## src/rtl/udp_tx.sv

```systemverilog
// UDP transmit framer: prepends an 8-byte UDP header (src, dst, length, zero checksum)
// to a byte-wide payload frame, holding the payload in a short delay line meanwhile.
module udp_tx #(
  parameter logic [15:0] P_SOURCE_PORT = 16'h8080,
  parameter logic [15:0] P_TARGET_PORT = 16'h8080
) (
  input  logic        i_clk,
  input  logic        i_rst,
  input  logic [15:0] i_target_port,
  input  logic        i_target_port_valid,
  input  logic [15:0] i_source_port,
  input  logic        i_source_port_valid,
  input  logic [7:0]  i_udp_data,
  input  logic [15:0] i_udp_len,
  input  logic        i_udp_last,
  input  logic        i_udp_valid,
  output logic        o_udp_ready,
  output logic [7:0]  o_ip_data,
  output logic [15:0] o_ip_len,
  output logic        o_ip_last,
  output logic        o_ip_valid
);

  localparam logic [1:0] ST_IDLE = 2'd0;
  localparam logic [1:0] ST_HEAD = 2'd1;
  localparam logic [1:0] ST_DATA = 2'd2;

  // Eight pipe stages plus the output register give the 9-cycle payload delay.
  localparam int DLY = 8;

  logic [1:0]  state_q, state_d;
  logic [2:0]  cnt_q, cnt_d;
  logic [15:0] src_q, src_d;
  logic [15:0] dst_q, dst_d;
  logic [7:0]  hdr_src_lo_q, hdr_src_lo_d;
  logic [15:0] hdr_dst_q, hdr_dst_d;
  logic [15:0] len_q, len_d;
  logic [7:0]  data_q, data_d;
  logic        last_q, last_d;
  logic        valid_q, valid_d;
  logic        ready_q, ready_d;
  logic        in_q, in_d;
  logic        drop_q, drop_d;

  logic        start;
  logic        accept;
  logic [7:0]  hdr_byte;

  logic [7:0]  pipe_data_q  [DLY];
  logic [7:0]  pipe_data_d  [DLY];
  logic        pipe_valid_q [DLY];
  logic        pipe_valid_d [DLY];
  logic        pipe_last_q  [DLY];
  logic        pipe_last_d  [DLY];

  logic        tail_valid;
  logic        tail_last;
  logic [7:0]  tail_data;

  assign tail_valid = pipe_valid_q[DLY-1];
  assign tail_last  = pipe_last_q[DLY-1];
  assign tail_data  = pipe_data_q[DLY-1];

  // A frame only starts on a byte that is not already part of an accepted or dropped frame.
  assign start  = i_udp_valid && (state_q == ST_IDLE) && ready_q && !in_q && !drop_q;
  assign accept = i_udp_valid && (start || in_q);

  genvar gi;
  generate
    for (gi = 0; gi < DLY; gi++) begin : g_pipe
      if (gi == 0) begin : g_head
        assign pipe_valid_d[gi] = accept;
        assign pipe_last_d[gi]  = accept && i_udp_last;
        assign pipe_data_d[gi]  = i_udp_data;
      end else begin : g_tail
        assign pipe_valid_d[gi] = pipe_valid_q[gi-1];
        assign pipe_last_d[gi]  = pipe_last_q[gi-1];
        assign pipe_data_d[gi]  = pipe_data_q[gi-1];
      end
    end
  endgenerate

  // Header byte that goes out next while cnt_q indexes the byte currently on the output.
  always_comb begin
    case (cnt_q)
      3'd0:    hdr_byte = hdr_src_lo_q;
      3'd1:    hdr_byte = hdr_dst_q[15:8];
      3'd2:    hdr_byte = hdr_dst_q[7:0];
      3'd3:    hdr_byte = len_q[15:8];
      3'd4:    hdr_byte = len_q[7:0];
      default: hdr_byte = 8'h00;
    endcase
  end

  always_comb begin
    state_d      = state_q;
    cnt_d        = cnt_q;
    src_d        = i_source_port_valid ? i_source_port : src_q;
    dst_d        = i_target_port_valid ? i_target_port : dst_q;
    hdr_src_lo_d = hdr_src_lo_q;
    hdr_dst_d    = hdr_dst_q;
    len_d        = len_q;
    data_d       = data_q;
    last_d       = last_q;
    valid_d      = valid_q;
    ready_d      = ready_q;
    in_d         = in_q;
    drop_d       = drop_q;

    if (start) begin
      in_d = !i_udp_last;
    end else if (in_q && i_udp_valid && i_udp_last) begin
      in_d = 1'b0;
    end

    if (i_udp_valid && !start && !in_q && !drop_q) begin
      drop_d = !i_udp_last;
    end else if (drop_q && i_udp_valid && i_udp_last) begin
      drop_d = 1'b0;
    end

    case (state_q)
      ST_IDLE: begin
        valid_d = 1'b0;
        last_d  = 1'b0;
        if (start) begin
          state_d      = ST_HEAD;
          cnt_d        = 3'd0;
          hdr_src_lo_d = src_q[7:0];
          hdr_dst_d    = dst_q;
          len_d        = i_udp_len + 16'd8;
          ready_d      = 1'b0;
          valid_d      = 1'b1;
          data_d       = src_q[15:8];
        end
      end
      ST_HEAD: begin
        cnt_d = cnt_q + 3'd1;
        if (cnt_q == 3'd7) begin
          state_d = ST_DATA;
          valid_d = tail_valid;
          last_d  = tail_valid && tail_last;
          if (tail_valid) begin
            data_d = tail_data;
          end
        end else begin
          valid_d = 1'b1;
          last_d  = 1'b0;
          data_d  = hdr_byte;
        end
      end
      ST_DATA: begin
        if (last_q) begin
          state_d = ST_IDLE;
          ready_d = 1'b1;
          valid_d = 1'b0;
          last_d  = 1'b0;
        end else begin
          valid_d = tail_valid;
          last_d  = tail_valid && tail_last;
          if (tail_valid) begin
            data_d = tail_data;
          end
        end
      end
      default: begin
        state_d = ST_IDLE;
        ready_d = 1'b1;
        valid_d = 1'b0;
        last_d  = 1'b0;
      end
    endcase
  end

  always_ff @(posedge i_clk or negedge i_rst) begin
    if (!i_rst) begin
      state_q      <= ST_IDLE;
      cnt_q        <= 3'd0;
      src_q        <= P_SOURCE_PORT;
      dst_q        <= P_TARGET_PORT;
      hdr_src_lo_q <= 8'h00;
      hdr_dst_q    <= 16'h0000;
      len_q        <= 16'h0000;
      data_q       <= 8'h00;
      last_q       <= 1'b0;
      valid_q      <= 1'b0;
      ready_q      <= 1'b1;
      in_q         <= 1'b0;
      drop_q       <= 1'b0;
      for (int i = 0; i < DLY; i++) begin
        pipe_data_q[i]  <= 8'h00;
        pipe_valid_q[i] <= 1'b0;
        pipe_last_q[i]  <= 1'b0;
      end
    end else begin
      state_q      <= state_d;
      cnt_q        <= cnt_d;
      src_q        <= src_d;
      dst_q        <= dst_d;
      hdr_src_lo_q <= hdr_src_lo_d;
      hdr_dst_q    <= hdr_dst_d;
      len_q        <= len_d;
      data_q       <= data_d;
      last_q       <= last_d;
      valid_q      <= valid_d;
      ready_q      <= ready_d;
      in_q         <= in_d;
      drop_q       <= drop_d;
      for (int i = 0; i < DLY; i++) begin
        pipe_data_q[i]  <= pipe_data_d[i];
        pipe_valid_q[i] <= pipe_valid_d[i];
        pipe_last_q[i]  <= pipe_last_d[i];
      end
    end
  end

  assign o_udp_ready = ready_q;
  assign o_ip_data   = data_q;
  assign o_ip_len    = len_q;
  assign o_ip_last   = last_q;
  assign o_ip_valid  = valid_q;

endmodule

```

## config.mk

```make
export PLATFORM = sky130hd
export DESIGN_NAME = udp_tx
export DESIGN_NICKNAME = d
export VERILOG_FILES = /design/src/rtl/udp_tx.sv
export SDC_FILE = /design/constraint.sdc
export NUM_CORES = 1
export LEC_CHECK = 0
export CAP_MARGIN = 40
export CORE_MARGIN = 4
export CORE_UTILIZATION = 42
export DETAILED_ROUTE_END_ITERATION = 12
export HOLD_SLACK_MARGIN = 0.05
export SETUP_SLACK_MARGIN = 0.15
export SLEW_MARGIN = 25
export SYNTH_ARGS = -nofsm -noshare
export SYNTH_HDL_FRONTEND = slang
export SYNTH_SLANG_ARGS = --single-unit
```

## constraint.sdc

```tcl
create_clock -name i_clk -period 3.4 [get_ports i_clk]
set_clock_uncertainty 0.2 [all_clocks]
set_input_delay 0.68 -clock i_clk [delete_from_list [all_inputs] [get_ports i_clk]]
set_output_delay 0.68 -clock i_clk [all_outputs]
set_load 0.05 [all_outputs]
```

==> results.toml <==
[timing]
fmax_ghz = 0.377
worstMarginPinSlew_ps = 790
max-slew-margin-rel_pct = 47.2
timing.hold.ws_ps = 140
finalMaxSlewViolations = 0
tns_ps = 0
setup_viol = 0
post-route-worst-setup-slack_ps = 746
rsz0062_at_grt = "no"
fin_crit_sh_pct = 78.0
fin_crit_ps = 2650
finalHoldViolations = 0

[finish]
n_antenna_cell = 0
nNetsFinal = 627
area_growth_pct = 25.5
layout-drive-gt1-share_pct = 19.6
fin_cells = 754
nFillCells = 1261
final_common_cell = "dfrtp_1"
design_area_um2 = 8100
layout_common_cells = "dfrtp_1, clkdlybuf4s50_1, mux2_2"

[hold_path]
hp-class = "flip-flop to flip-flop"
worstHoldEndpoint = "tail_last$_DFF_PN0_"
hp-start = "pipe_last_d[0]$_DFF_PN0_"
whs_path_depth = 0

[critical_path]
critPathArrivalTime_ps = 1770
r2r_slack_ps = 950
reg2reg_from = "cnt_q[2]$_DFFE_PN0P_"
cp_max_fo = 4
cp_slowest_stage_delay_ps = 800
cp_slowest_cell = "clkdlybuf4s50_1"
worstSetupStartpoint = "o_udp_ready$_DFFE_PN1P_"
crit_type = "flip-flop to primary output"
path_cells = "clkdlybuf4s50_1"
start_kind = "flip-flop"
r2r.worst_path.cells = 5
path_buf_inv = 1
critical-path-top-delay-family = "buffers and inverters"
cp_data_required_time_ps = 2520
critPathCaptureType = "primary output"
reg2reg_to = "o_ip_data[6]$_DFFE_PN0P_"

[placed_design]
numPortBuffers = 88
post-place-cells = 721
dp_hpwl_mm = 8.64
dpl_cell_area_um2 = 7520
post-place-ws_ps = 441
globalplace.congestion = 0.804

[global_routing]
overflow = 0
grt_start_max_net_pins = 61
grt_pass1_wl_mm = 21.1
first_global_vias = 4063
antenna_found_initial = 0
grt_use_total_pct = 15.4

[outcome]
run_status = "finished, final reports clean"

[clocking]
cts_made_buffers = 17
clkLatencyLatePin_ps = 420
clk_pin_slew_ps = 60
cts_sinks = 170
cts_resized = 0
htreeDepth = 4
clockRootBuffer = "clkbuf_16"
clockBufferDepth = 2
tritoncts = "done"

[logic_synthesis]
seq_area_frac_synth_pct = 66.0
ys_warn_count = 0
synth_ff_type = "dfrtp_1"
syn_area_um2 = 6460
async_flop_share_pct = 100
synth.distinct_cells = 38
synth.ff_latch_count = 170
synthCells = 462
synth_area_leader_cell = "dfrtp_1"
syn_nets = 536
ys_top_cells_by_area = "dfrtp_1, mux2_2, mux2_4"
synth_edf_count = 0
synth_top_area_share_pct = 63.9
avgSynthCellArea_um2 = 14.0

[drt]
avgRoutedWirePerCell_um = 16.5
vias = 3798
first_iter_violations = 224
dr.pass1.iters = 4
vias_per_cell = 5.04
finalWirelength_mm = 12.4
antenna_left = 0
drc = 0

[floorplan]
ios = 89
die-area_um2 = 17400
rows = 45
start_util_pct = 42.6
fp.dieW_um = 132
die_h_um = 132
core_area_um2 = 15100

[power]
ir_worst_vdd_uv = 413
p_per_area_nw_per_um2 = 925
p_leak_nw = 3.57

[flow_run]
maxCapViolCount = 0
-- repair_timing --
action / in CTS / in global routing
endpoints found under the hold margin: 36 / 0
hold buffers: 1 / 0
buffers inserted: 0 / 0
-- power breakdown --
| group | switching, mW | internal (mW) |
|---|---|---|
| sequential | 0.372 | 2.50 |
| clock | 0.809 | 1.05 |
| combinational | 1.60 | 1.18 |
| total | 2.78 | 4.72 |
-- layer usage --
| metal | up-vias | part of all wire (%) | global-route usage [%] |
|---|---|---|---|
| li1 | 1791 | - | - |
| met1 | 1917 | 45 | 20.9 |
| met2 | 78 | 49 | 24.2 |
| met3 | 12 | 4.9 | 4.39 |
| met4 | 0 | 1.1 | 4.96 |
| met5 | - | 0 | 0 |
-- Yosys cell counts (2+ instances only) --
library cell,count
a21oi_1,15
a222oi_1,7
buf_2,7
buf_6,4
clkbuf_1,11
dfrtp_1,165
dfstp_2,5
ha_1,12
inv_1,10
mux2_2,36
mux2_4,25
mux2i_1,15
nand2_1,27
nand2b_1,2
nand3_1,20
nand4_1,3
nor2_1,28
nor2b_1,2
nor3_1,4
o21ai_0,23
o221ai_1,4
o22ai_1,6
or2_2,6
xnor2_1,11
-- kinds of logic (layout without fill, tap and decap cells) --
| family | after synthesis | after routing | synth area share (%) |
|---|---|---|---|
| mux | 76 | 76 | 14.4 |
| compound gates | 64 | 64 | 6.26 |
| flops | 170 | 170 | 66.0 |
| simple gates | 96 | 96 | 6.95 |
| buf+inv | 32 | 136 | 2.46 |
| fa+ha+maj | 12 | 12 | 2.32 |
| xor+xnor | 12 | 12 | 1.63 |
-- sequential cells by signal, summed over array words and instances, names as in the netlist --
signal	count
pipe_data_d	56
dst_q	16
hdr_dst_q	16
o_ip_len	16
src_q	16
hdr_src_lo_q	8
o_ip_data	8
tail_data	8
pipe_last_d	7
pipe_valid_d	7
cnt_q	3
state_q	2
drop_q	1
in_q	1
o_ip_last	1
o_ip_valid	1
o_udp_ready	1
tail_last	1
tail_valid	1
-- stage by stage --
stage,power [mW],util [%]
global route,7.96,53.5
global placement,5.63,49.6
CTS,7.58,53.5
detailed placement,5.70,49.6
finish,7.50,53.5
floorplan,4.78,-
-- how the worst max path moves through the flow --
stage | to | slack, ps | cells after the start
after global routing | o_ip_data[6]$_DFFE_PN0P_ | 680 | 5
final | o_udp_ready | 750 | 1
after global placement | o_ip_len[13]$_DFFE_PN0P_ | 540 | 6
after floorplan | o_ip_data[6]$_DFFE_PN0P_ | 1410 | 6
after CTS | o_udp_ready | 730 | 1
after detailed placement | o_ip_len[12]$_DFFE_PN0P_ | 440 | 6
-- final cells by class --
| cell class | count | area [µm²] | share of cell area [%] |
|---|---|---|---|
| tap | 188 | 235 | 2.90 |
| clock buffer | 19 | 443 | 5.47 |
| clock inverter | 13 | 134 | 1.65 |
| inverter | 10 | 37.5 | 0.463 |
| sequential | 170 | 4260 | 52.6 |
| timing repair buffer | 94 | 955 | 11.8 |
| multi-input combinational | 260 | 2040 | 25.2 |
(Power assumes the default switching activity.)
